### src/rtl/ppu_palette_arbiter.sv
// ppu_palette_arbiter: shares the palette memory between render lookups (fixed priority) and a queued CPU FIFO.
// Optional macro PAL_ARB_FORCE_GRANT_EN lets a starved CPU head pre-empt one render lookup.
module ppu_palette_arbiter #(
    parameter int Q_DEPTH      = 4,
    parameter int STARVE_LIMIT = 16
) (
    input  logic       clk,
    input  logic       rst_n,
    input  logic       render_req,
    input  logic [4:0] render_addr,
    output logic [7:0] render_color,
    output logic       render_valid,
    input  logic       cpu_req,
    input  logic       cpu_rw,
    input  logic [4:0] cpu_addr,
    input  logic [7:0] cpu_wdata,
    output logic       cpu_ack,
    output logic       cpu_full,
    output logic [7:0] cpu_rdata,
    output logic       cpu_rvalid,
    output logic [4:0] pal_addr,
    output logic [7:0] pal_wdata,
    output logic       pal_rw,
    output logic       pal_en,
    input  logic [7:0] pal_color_in,
    output logic       starve_err
);
    localparam int PW = $clog2(Q_DEPTH);
    localparam int CW = PW + 1;
    localparam int SW = $clog2(STARVE_LIMIT + 1);
    logic [13:0]   fifo_q [Q_DEPTH];
    logic [PW-1:0] wr_ptr_q, rd_ptr_q;
    logic [CW-1:0] count_q, count_d;
    logic [SW-1:0] wait_q, wait_d;
    logic          full_q, empty, force_cpu, gnt_render, gnt_cpu;
    logic          render_valid_q, cpu_rvalid_q, starve_err_q;
    logic [7:0]    render_color_q, cpu_rdata_q;
    logic [13:0]   head;
    always_comb begin
        empty      = count_q == '0;
        head       = fifo_q[rd_ptr_q];
`ifdef PAL_ARB_FORCE_GRANT_EN
        force_cpu  = (wait_q == SW'(STARVE_LIMIT)) && !empty;
`else
        force_cpu  = 1'b0;
`endif
        gnt_render = render_req & ~force_cpu;
        gnt_cpu    = ~gnt_render & ~empty;
        cpu_ack    = cpu_req & ~full_q;
        pal_en     = gnt_render | gnt_cpu;
        pal_rw     = gnt_cpu & head[13];
        pal_addr   = gnt_render ? render_addr : gnt_cpu ? head[12:8] : 5'd0;
        pal_wdata  = pal_rw ? head[7:0] : 8'd0;
        count_d    = count_q + CW'(cpu_ack) - CW'(gnt_cpu);
        // Counter only runs while the head waits behind render traffic
        wait_d     = (gnt_cpu | empty) ? '0 :
                     (gnt_render && wait_q != SW'(STARVE_LIMIT)) ? wait_q + 1'b1 : wait_q;
    end
    always_ff @(posedge clk)
        if (cpu_ack) fifo_q[wr_ptr_q] <= {cpu_rw, cpu_addr, cpu_wdata};
    always_ff @(posedge clk or negedge rst_n) begin
        if (!rst_n) begin
            wr_ptr_q       <= '0;
            rd_ptr_q       <= '0;
            count_q        <= '0;
            full_q         <= 1'b0;
            wait_q         <= '0;
            starve_err_q   <= 1'b0;
            render_valid_q <= 1'b0;
            render_color_q <= 8'h00;
            cpu_rvalid_q   <= 1'b0;
            cpu_rdata_q    <= 8'h00;
        end else begin
            wr_ptr_q       <= wr_ptr_q + PW'(cpu_ack);
            rd_ptr_q       <= rd_ptr_q + PW'(gnt_cpu);
            count_q        <= count_d;
            full_q         <= count_d == CW'(Q_DEPTH);
            wait_q         <= wait_d;
            starve_err_q   <= starve_err_q | (wait_d == SW'(STARVE_LIMIT));
            render_valid_q <= gnt_render;
            render_color_q <= gnt_render ? pal_color_in : render_color_q;
            cpu_rvalid_q   <= gnt_cpu & ~head[13];
            cpu_rdata_q    <= (gnt_cpu & ~head[13]) ? pal_color_in : cpu_rdata_q;
        end
    end
    assign cpu_full     = full_q;
    assign starve_err   = starve_err_q;
    assign render_valid = render_valid_q;
    assign render_color = render_color_q;
    assign cpu_rvalid   = cpu_rvalid_q;
    assign cpu_rdata    = cpu_rdata_q;
endmodule

### config.mk
export PLATFORM = sky130hd
export DESIGN_NAME = ppu_palette_arbiter
export DESIGN_NICKNAME = d
export VERILOG_FILES = /design/src/rtl/ppu_palette_arbiter.sv
export SDC_FILE = /design/constraint.sdc
export NUM_CORES = 1
export LEC_CHECK = 0
export BUFFER_PORTS_ARGS = -buffer_cell sky130_fd_sc_hd__buf_2
export CORE_MARGIN = 1.5
export CORE_UTILIZATION = 54
export DETAILED_ROUTE_END_ITERATION = 12
export MAX_ROUTING_LAYER = met4
export PLACE_DENSITY = 0.83
export SYNTH_ARGS = -nofsm -noshare
export SYNTH_HDL_FRONTEND = slang
export SYNTH_SLANG_ARGS = --single-unit
### constraint.sdc
create_clock -name clk -period 3.4 [get_ports clk]
set_clock_uncertainty 0.15 [all_clocks]
set_input_delay 0.17 -clock clk [delete_from_list [all_inputs] [get_ports clk]]
set_output_delay 0.17 -clock clk [all_outputs]
set_load 0.03 [all_outputs]
==> flow_metrics.tcl, run 1 <==
set metrics [dict create \
    synth_top_area_cell "sky130_fd_sc_hd__edfxtp_1" \
    finalCoreUtilization_pct 69.4 \
    power_density_mw_per_mm2 803 \
    ff2ff_setup_slack_ns 0.42 \
    synthesis.yosys.warnings 0 \
    max_cap_violations 0 \
    total_global_routing_overflow 0 \
    yosys-top-cells-count "sky130_fd_sc_hd__edfxtp_1, sky130_fd_sc_hd__dfrtp_1, sky130_fd_sc_hd__mux2_2" \
    placedInstanceArea_mm2 0.00392 \
    mappedNetlistArea_mm2 0.00348 \
    clk_pin_slew_ns 0.08 \
    grt_setup_unrepaired "false" \
    p_leak_nw 1.81 \
    whs_path_depth 1 \
    dr.pass1.iters 4 \
    clk_root_buf "sky130_fd_sc_hd__clkbuf_8" \
    ctsHtreeMaxLevel 3 \
    top_level_ports 67 \
    start_util_pct 55.5 \
    setup.worst_path.start_class "flop" \
    slew_viol_final 0 \
    std_cell_rows 29 \
    drtAntennaViolNets 0 \
    hp-start "render_req" \
    ys_dominant_reg_cell "sky130_fd_sc_hd__edfxtp_1" \
    layout.filler_cells 440 \
    num-nets-final 324 \
    synth_cell_type_count 29 \
    syn_to_final_growth_pct 25.2 \
    die_area_mm2 0.00694 \
    routed_wirelength_mm 6.14 \
    grt_first_pass_wirelength_mm 10.1 \
    gp_congestion 0.748 \
    die_w_um 83.3 \
    grt_start_max_net_pins 33 \
    drt-vias-per-instance 5.33 \
    core_region_area_mm2 0.00628 \
    placed_cells_incl_taps 329 \
    hold_path_class "input pin to flop" \
    cts.repair.resized 0 \
    rr_worst_depth 10 \
    irDropWorstVdd_mv 0.566 \
    hpwlAfterDp_mm 3.76 \
    synth_fp_nets 226 \
    post_drt_wl_per_cell_um 16.7 \
    critical_path_class "flop to flop" \
    async_reset_ff_share_pct 36.4 \
    clock.fmax_mhz 336 \
    antenna_violations_before_repair 0 \
    setup-violations-final 0 \
    fraction_of_final_layout_cells_sized_beyond_drive_strength_1_pct 40.2 \
    synth.area.top_cells "sky130_fd_sc_hd__edfxtp_1, sky130_fd_sc_hd__dfrtp_1, sky130_fd_sc_hd__mux4_2" \
    tritoncts_clock_tree "built" \
    yosys.cell_count.top_type "sky130_fd_sc_hd__edfxtp_1" \
    cts_buffer_depth 2 \
    diodes 0 \
    timing.critical_path.from "count_q[2]" \
    status "finished, final reports clean" \
    port_buffers 66 \
    worstSetupEndpointType "flop" \
    p_total_mw 3.50 \
    crit_path_max_incr_delay_ns 0.81 \
    route.vias.total 1961 \
    max_slew.worst_pin.slew_ns 1.08 \
    final_min_period_over_clock_period_pct 87.5 \
    synth-edff-count 56 \
    numCtsBuffers 9 \
    number_of_hold_slack_violations_in_the_final_timing_report 0 \
    synth_area_per_cell_um2 18.5 \
    dieHeight_um 83.3 \
    synth.top_cell.area_share_pct 48.3 \
    layout.area.seq_mm2 0.00248 \
    netlist_instances 188 \
    postSynthRegisterBits 88 \
    finish.instance_area_mm2 0.00436 \
    tritoncts_num_sinks 88 \
    stdcell_count 368 \
    worstPathCellList "nor3_1 > buf_4 > nor2_1 > ha_1 > inv_1 > ha_1 > fa_1 > xnor2_1 > xnor2_1 > nor3b_1" \
    drt_iter0_markers 68 \
    detail_route.drc_violations 0 \
    worstPathArrival_ns 3.09 \
    post-route-min-period_ns 2.98 \
    seq_area_frac_synth_pct 71.3 \
    grtUsageTotal_pct 19.8 \
    critical_path.slowest_cell "sky130_fd_sc_hd__nor2_1" \
    crit_required_ns 3.51 \
    clock_latency_ns 0.34 \
    worst-path-max-fanout 16 \
    crit-reg2reg-launch "count_q[2]" \
    multi_input_area_um2 942 \
    maxSlewHeadroom_pct 27.8 \
    timing.setup.tns_ns 0 \
    grt_pass1_vias 2042 \
]
layout by cell type, fill, tap and decap left out:
cell type / count
sky130_fd_sc_hd__nor2_1: 6
sky130_fd_sc_hd__dfrtp_1: 32
sky130_fd_sc_hd__nand2_1: 3
sky130_fd_sc_hd__a211o_1: 1
sky130_fd_sc_hd__nand2b_1: 3
sky130_fd_sc_hd__inv_1: 7
sky130_fd_sc_hd__and3b_1: 1
sky130_fd_sc_hd__edfxtp_1: 56
sky130_fd_sc_hd__xnor2_1: 3
sky130_fd_sc_hd__dlygate4sd3_1: 23
sky130_fd_sc_hd__a211oi_1: 1
sky130_fd_sc_hd__buf_4: 5
sky130_fd_sc_hd__bufinv_16: 2
sky130_fd_sc_hd__nor3b_2: 1
sky130_fd_sc_hd__a22o_1: 5
sky130_fd_sc_hd__clkinv_2: 1
sky130_fd_sc_hd__nor2b_1: 1
sky130_fd_sc_hd__clkinv_4: 1
sky130_fd_sc_hd__clkbuf_1: 2
sky130_fd_sc_hd__mux2_2: 16
sky130_fd_sc_hd__clkinvlp_4: 1
sky130_fd_sc_hd__clkbuf_8: 9
sky130_fd_sc_hd__nand3_1: 1
sky130_fd_sc_hd__mux4_2: 12
sky130_fd_sc_hd__and3_1: 10
sky130_fd_sc_hd__a31o_2: 1
sky130_fd_sc_hd__nor3_1: 3
sky130_fd_sc_hd__nor3b_1: 1
sky130_fd_sc_hd__and4bb_2: 1
sky130_fd_sc_hd__fa_1: 1
sky130_fd_sc_hd__mux4_1: 2
sky130_fd_sc_hd__xor2_1: 5
sky130_fd_sc_hd__ha_1: 6
sky130_fd_sc_hd__nand4_1: 1
sky130_fd_sc_hd__nor3_4: 1
sky130_fd_sc_hd__buf_2: 66
state kept, by name (all words and copies together), names as in the netlist, 2 cells and up:
| name | count |
|---|---|
| wait_q | 5 |
| count_q | 3 |
| fifo_q | 56 |
| render_color | 8 |
| cpu_rdata | 8 |
| wr_ptr_q | 2 |
| rd_ptr_q | 2 |
power by group:
group,internal [mW],switching (mW),leakage [nW]
clock network,0.415,0.345,0.104
registers,1.40,0.0965,0.899
logic,0.512,0.730,0.806
what timing repair did:
action                                 CTS  global route
endpoints found under the hold margin  104             0
buffers inserted                         0             0
hold buffers                            23             0
critical path: cells and delay by family (launching register included):
| family | cells | cell delay (ns) |
|---|---|---|
| xor+xnor | 2 | 0.35 |
| fa+ha+maj | 3 | 0.80 |
| buf+inv | 2 | 0.18 |
| flops | 1 | 0.37 |
| simple gates | 3 | 1.05 |
worst paths after layout:
path	to
worst max-delay path	cpu_full
worst min-delay path	render_valid
worst max register to register	cpu_full
worst min register to register	starve_err
max in group asynchronous	rd_ptr_q[0]
min in group asynchronous	starve_err
stage by stage:
| step | setup slack, ns | hold slack [ns] |
|---|---|---|
| final | 0.424 | 0.0395 |
| after global placement | 0.552 | 0.0961 |
| after floorplan | 0.508 | -0.276 |
| after detailed placement | 0.422 | 0.110 |
| after CTS | 0.392 | 0.0288 |
| after global routing | 0.0883 | 0.0523 |
metal layers:
layer / part of all wire, % / track usage [%]
met1: 45 / 26.1
met2: 50 / 31.4
met3: 4.3 / 3.48
met4: 1.3 / 7.27
met5: 0 / -
logic make-up after synthesis:
group	count (synthesis)	share of synthesized area (%)
adders and majority gates	7	2.73
xor gates and xnor gates	8	2.01
buffers and inverters	14	1.76
and+or+nand+nor	33	5.75
muxes	30	14.4
AOI/OAI and AO/OA	8	1.98
DFF	88	71.3
cell type report:
class                           instances  area share [%]
Sequential cell                        88            57.0
Tap cell                               77            2.21
Multi-Input combinational cell         86            21.6
Timing Repair Buffer                   94            13.7
Clock buffer                           11            3.01
Inverter                                7           0.603
Clock inverter                          5            1.87
(Power assumes the default switching activity.)
==> run 2, diff against run 1 <==
--- a/config.mk
+++ b/config.mk
@@ -9,7 +9,6 @@
 export CORE_MARGIN = 1.5
 export CORE_UTILIZATION = 54
 export DETAILED_ROUTE_END_ITERATION = 12
-export MAX_ROUTING_LAYER = met4
 export PLACE_DENSITY = 0.83
 export SYNTH_ARGS = -nofsm -noshare
 export SYNTH_HDL_FRONTEND = slang
==> run 2 against run 1 <==
  * Wire length shrank 0.59%
  * Core utilization unchanged
  * Sequential cell count stayed put
  * Critical path depth unchanged
  * Fmax shrank 0.94%
  * Total power barely moved
  * Sequential power is essentially flat
  * Clock-buffer cell count is the same
  * Global-route usage shrank 0.57 points
  * Register-to-register slack worse by 0.03 ns
  * Critical path type unchanged
  * Largest cell class unchanged
  * Largest power group unchanged
==> flow_metrics.tcl, run 2 (same netlist as run 1, synthesis figures left out) <==
set metrics [dict create \
    grt_first_pass_wirelength_mm 10.1 \
    worstSetupEndpointType "flop" \
    post-route-min-period_ns 3.00 \
    irDropWorstVdd_mv 0.566 \
    tritoncts_num_sinks 88 \
    clk_root_buf "sky130_fd_sc_hd__clkbuf_8" \
    crit-reg2reg-capture "cpu_full" \
    syn_to_final_growth_pct 25.2 \
    core_region_area_mm2 0.00628 \
    highest_layer "met4" \
    multi_input_area_um2 942 \
    port_buffers 66 \
    dieHeight_um 83.3 \
    clk_pin_slew_ns 0.08 \
    critical_path.slowest_cell "sky130_fd_sc_hd__nor2_1" \
    placed_cells_incl_taps 329 \
    rr_worst_depth 10 \
    status "finished, final reports clean" \
    power_density_mw_per_mm2 803 \
    grt_start_max_net_pins 33 \
    setup-violations-final 0 \
    worstPathArrival_ns 3.12 \
    wl_met1_mm 2.65 \
    clock_latency_ns 0.34 \
    dp_worst_setup_slack_ns 0.422 \
    maxSlewHeadroom_pct 25.1 \
    gp_congestion 0.738 \
    number_of_hold_slack_violations_in_the_final_timing_report 0 \
    layout.filler_cells 440 \
    cts.repair.resized 0 \
    route.vias.total 1964 \
    registers.top_by_ff_count "fifo_q" \
    hpwlAfterDp_mm 3.76 \
    tritoncts_clock_tree "built" \
    grt_setup_unrepaired "false" \
    post_drt_wl_per_cell_um 16.6 \
    hold_path_class "input pin to flop" \
    dr.pass1.iters 4 \
    max_slew.worst_pin.slew_ns 1.12 \
    num-nets-final 324 \
    highest_count_cells_in_the_layout_ignoring_fill_and_taps "sky130_fd_sc_hd__buf_2, sky130_fd_sc_hd__edfxtp_1, sky130_fd_sc_hd__dfrtp_1" \
    max_cap_violations 0 \
    met2_wirelength_from_detailed_routing_mm 3.05 \
    drt_iter0_markers 68 \
    worst-path-max-fanout 16 \
    final_min_period_over_clock_period_pct 88.4 \
    numCtsBuffers 9 \
    crit_required_ns 3.51 \
    hp-start "render_req" \
    timing.setup.tns_ns 0 \
    drt-vias-per-instance 5.34 \
    post-cts-setup-buffers 0 \
    cts_buffer_depth 2 \
    grtUsageTotal_pct 19.2 \
    setup.worst_path.start_class "flop" \
    clock.fmax_mhz 333 \
    antenna_violations_before_repair 0 \
    diodes 0 \
    p_leak_nw 1.81 \
    crit_path_max_incr_delay_ns 0.84 \
    finalCoreUtilization_pct 69.4 \
    std_cell_rows 29 \
    die_area_mm2 0.00694 \
    min_delay_worst_endpoint "render_valid" \
    critical_path_class "flop to flop" \
    grt_pass1_vias 2045 \
    detail_route.drc_violations 0 \
    crit-reg2reg-launch "count_q[2]" \
    number_of_buffers_inserted_for_hold_repair_after_clock_tree_synthesis 23 \
    whs_path_depth 1 \
    met3WireLength_um 313 \
    worst_setup_margin_ns 0.395 \
    stdcell_count 368 \
    slew_viol_final 0 \
    routed_wirelength_mm 6.11 \
    ctsHtreeMaxLevel 3 \
    ff2ff_setup_slack_ns 0.40 \
    die_w_um 83.3 \
    worstPathCellList "nor3_1 > buf_4 > nor2_1 > ha_1 > inv_1 > ha_1 > fa_1 > xnor2_1 > xnor2_1 > nor3b_1" \
    total_global_routing_overflow 0 \
    start_util_pct 55.5 \
    drtAntennaViolNets 0 \
    layout.area.seq_mm2 0.00248 \
    max_ffs_per_register 56 \
    top_level_ports 67 \
    fraction_of_final_layout_cells_sized_beyond_drive_strength_1_pct 40.2 \
    leading_cell_type_in_the_layout_fill_and_taps_excluded "sky130_fd_sc_hd__buf_2" \
]
==> run 2: routing by layer <==
layer	global-route usage [%]	vias up
li1	-	919
met1	25.9	977
met2	31.5	59
met3	3.68	9
met4	7.27	0
met5	0	-
==> run 2: worst max-delay path by stage <==
stage / start / endpoint / slack (ns) / cells after the start
2_1_floorplan: cpu_full / fifo_q[0][0] / 0.51 / 2
3_3_place_gp: count_q[2] / cpu_full / 0.55 / 10
3_5_place_dp: count_q[2] / cpu_full / 0.42 / 10
4_1_cts: count_q[2] / cpu_full / 0.39 / 10
5_1_grt: count_q[2] / cpu_full / 0.09 / 10
6_report: count_q[2] / cpu_full / 0.40 / 10
==> run 2: worst max-delay path, delay by kind of cell (launching register included) <==
kind	cells	cell delay [ns]
xor gates and xnor gates	2	0.34
adders and majority gates	3	0.79
buffers and inverters	2	0.18
DFF	1	0.37
and+or+nand+nor	3	1.08
==> run 2: report_power, final <==
group,switching (mW),internal [mW],leakage (nW)
combinational,0.730,0.512,0.806
clock,0.346,0.414,0.104
sequential,0.0961,1.40,0.899
==> run 2: area by class of cell <==
cell class | instances | area share (%)
clock inverters | 5 | 1.87
clock buffers | 11 | 3.01
well taps | 77 | 2.21
multi-input cells | 86 | 21.6
flip-flops and latches | 88 | 57.0
inverters | 7 | 0.603
repair buffers | 94 | 13.7
==> run 2: through the flow <==
step | cell area, um^2 | hold slack, ns | power [mW]
2_1_floorplan | 3480 | -0.276 | 2.41
3_3_place_gp | 3920 | 0.0961 | 2.72
3_5_place_dp | 3920 | 0.110 | 2.76
4_1_cts | 4360 | 0.0288 | 3.54
5_1_grt | 4360 | 0.0517 | 3.70
6_report | 4360 | 0.0356 | 3.50
==> run 3, diff against run 2 <==
--- a/config.mk
+++ b/config.mk
@@ -8,6 +8,7 @@
 export BUFFER_PORTS_ARGS = -buffer_cell sky130_fd_sc_hd__buf_2
 export CORE_MARGIN = 1.5
 export CORE_UTILIZATION = 54
+export CTS_BUF_LIST = sky130_fd_sc_hd__clkbuf_4 sky130_fd_sc_hd__clkbuf_8 sky130_fd_sc_hd__clkbuf_16
 export DETAILED_ROUTE_END_ITERATION = 12
 export PLACE_DENSITY = 0.83
 export SYNTH_ARGS = -nofsm -noshare
==> run 3 against run 2 <==
  * Hold slack gained 0.00071 ns
  * Cell count stayed put
  * Via count about the same
  * Total power up 0.43%
  * Core utilization up 0.12 points
  * Clock power grew 2%
  * Clock-buffer cell count stayed put
  * Fmax shrank 0.15%
  * Register-to-register slack about the same
  * Critical path type unchanged
==> flow_metrics.tcl, run 3 (same netlist as run 1, synthesis figures left out) <==
set metrics [dict create \
    status "finished, final reports clean" \
    irDropWorstVdd_mv 0.566 \
    ff2ff_setup_slack_ns 0.39 \
    diodes 0 \
    placedInstanceArea_mm2 0.00392 \
    syn_to_final_growth_pct 25.4 \
    hp-start "render_req" \
    grt_start_max_net_pins 33 \
    top_level_ports 67 \
    start_util_pct 55.5 \
    std_cell_rows 29 \
    hold_path_class "input pin to flop" \
    cts.repair.resized 0 \
    dieHeight_um 83.3 \
    num-nets-final 324 \
    critical_path.slowest_cell "sky130_fd_sc_hd__nor2_1" \
    globalRoute.busiestLayer "met2" \
    critical_path.top_delay_family "simple AND/OR/NAND/NOR gates" \
    routed_wirelength_mm 6.11 \
    leading_cell_type_in_the_layout_fill_and_taps_excluded "sky130_fd_sc_hd__buf_2" \
    worst-path-max-fanout 16 \
    route.vias.total 1965 \
    core_region_area_mm2 0.00628 \
    cts_buffer_depth 2 \
    clk_pin_slew_ns 0.08 \
    grt_pass1_vias 2045 \
    worstSetupEndpointType "flop" \
    setup-violations-final 0 \
    detail_route.drc_violations 0 \
    grt_use_met1_pct 25.9 \
    tritoncts_clock_tree "built" \
    die_w_um 83.3 \
    timing.setup.tns_ns 0 \
    gp_congestion 0.738 \
    p_leak_nw 1.82 \
    highest_count_cells_in_the_layout_ignoring_fill_and_taps "sky130_fd_sc_hd__buf_2, sky130_fd_sc_hd__edfxtp_1, sky130_fd_sc_hd__dfrtp_1" \
    whs_path_depth 1 \
    antenna_violations_before_repair 0 \
    crit_required_ns 3.51 \
    grtUsageTotal_pct 19.2 \
    post-route-min-period_ns 3.01 \
    min_delay_worst_endpoint "render_valid" \
    crit_path_max_incr_delay_ns 0.84 \
    power_density_mw_per_mm2 805 \
    slew_viol_final 0 \
    total_global_routing_overflow 0 \
    clk_root_buf "sky130_fd_sc_hd__clkbuf_8" \
    global_route.usage.met2_pct 31.5 \
    numCtsBuffers 9 \
    rr_worst_depth 10 \
    hpwlAfterDp_mm 3.76 \
    post_drt_wl_per_cell_um 16.6 \
    drt-vias-per-instance 5.34 \
    max_slew.worst_pin.slew_ns 1.13 \
    worstPathArrival_ns 3.12 \
    use_met3_pct 3.68 \
    final_min_period_over_clock_period_pct 88.5 \
    maxSlewHeadroom_pct 24.7 \
    registers.top_by_ff_count "fifo_q" \
    critical_path_class "flop to flop" \
    finish.instance_area_mm2 0.00437 \
    drtAntennaViolNets 0 \
    port_buffers 66 \
    number_of_stages_on_the_worst_setup_path 10 \
    ctsHtreeMaxLevel 3 \
    max_ffs_per_register 56 \
    grt_setup_unrepaired "false" \
    clock_latency_ns 0.34 \
    grt_first_pass_wirelength_mm 10.1 \
    tritoncts_num_sinks 88 \
    setup.worst_path.start_class "flop" \
    clock.fmax_mhz 332 \
    dr.pass1.iters 4 \
    number_of_hold_slack_violations_in_the_final_timing_report 0 \
    drt_iter0_markers 66 \
    die_area_mm2 0.00694 \
    max_cap_violations 0 \
    fraction_of_final_layout_cells_sized_beyond_drive_strength_1_pct 40.9 \
    crit-reg2reg-launch "count_q[2]" \
    worstPathCellList "nor3_1 > buf_4 > nor2_1 > ha_1 > inv_1 > ha_1 > fa_1 > xnor2_1 > xnor2_1 > nor3b_1" \
    crit-reg2reg-capture "cpu_full" \
    buffers_plus_inverters_on_the_worst_setup_path 2 \
]
run 3: power by group:
part	leakage, nW	switching [mW]	internal (mW)
sequential	0.899	0.0960	1.40
combinational	0.806	0.730	0.512
clock	0.110	0.344	0.430
run 3: routing by layer:
| layer | vias to the layer above | share of wire [%] |
|---|---|---|
| li1 | 919 | - |
| met1 | 976 | 43 |
| met2 | 61 | 50 |
| met3 | 9 | 5.4 |
| met4 | 0 | 1.4 |
| met5 | - | 0 |
run 3: repair_timing:
item,in CTS,in global routing
buffers inserted,0,0
endpoints found under the hold margin,104,0
hold buffers,23,0
run 3: worst max-delay path by stage:
stage	from	end	slack, ns
2_1_floorplan	cpu_full	fifo_q[0][0]	0.51
3_3_place_gp	count_q[2]	cpu_full	0.55
3_5_place_dp	count_q[2]	cpu_full	0.42
4_1_cts	count_q[2]	cpu_full	0.39
5_1_grt	count_q[2]	cpu_full	0.09
6_report	count_q[2]	cpu_full	0.39
run 3: layout make-up:
cell class                 count  area (um^2)
sequential                    88         2480
fill                         437         1910
multi-input combinational     86          942
timing repair buffer          94          598
clock buffer                  11          139
tap                           77         96.3
clock inverter                 5         81.3
inverter                       7         26.3
run 3: worst reg2reg max path: cells and delay by family, from the launching register on:
kind / cells / cell delay [ns]
xor gates and xnor gates: 2 / 0.34
DFF: 1 / 0.37
and+or+nand+nor: 3 / 1.08
adders and majority gates: 3 / 0.79
buffers and inverters: 2 / 0.18
run 3: metrics by stage:
step           instances  hold WS (ns)  power, mW  utilization, %  setup slack (ns)
4_1_cts              368        0.0288       3.56            69.5             0.392
3_5_place_dp         329         0.110       2.76            62.4             0.422
3_3_place_gp         329        0.0961       2.72            62.4             0.552
2_1_floorplan        188        -0.276       2.41               -             0.508
5_1_grt              368        0.0517       3.71            69.5            0.0883
6_report             368        0.0363       3.52            69.5             0.391
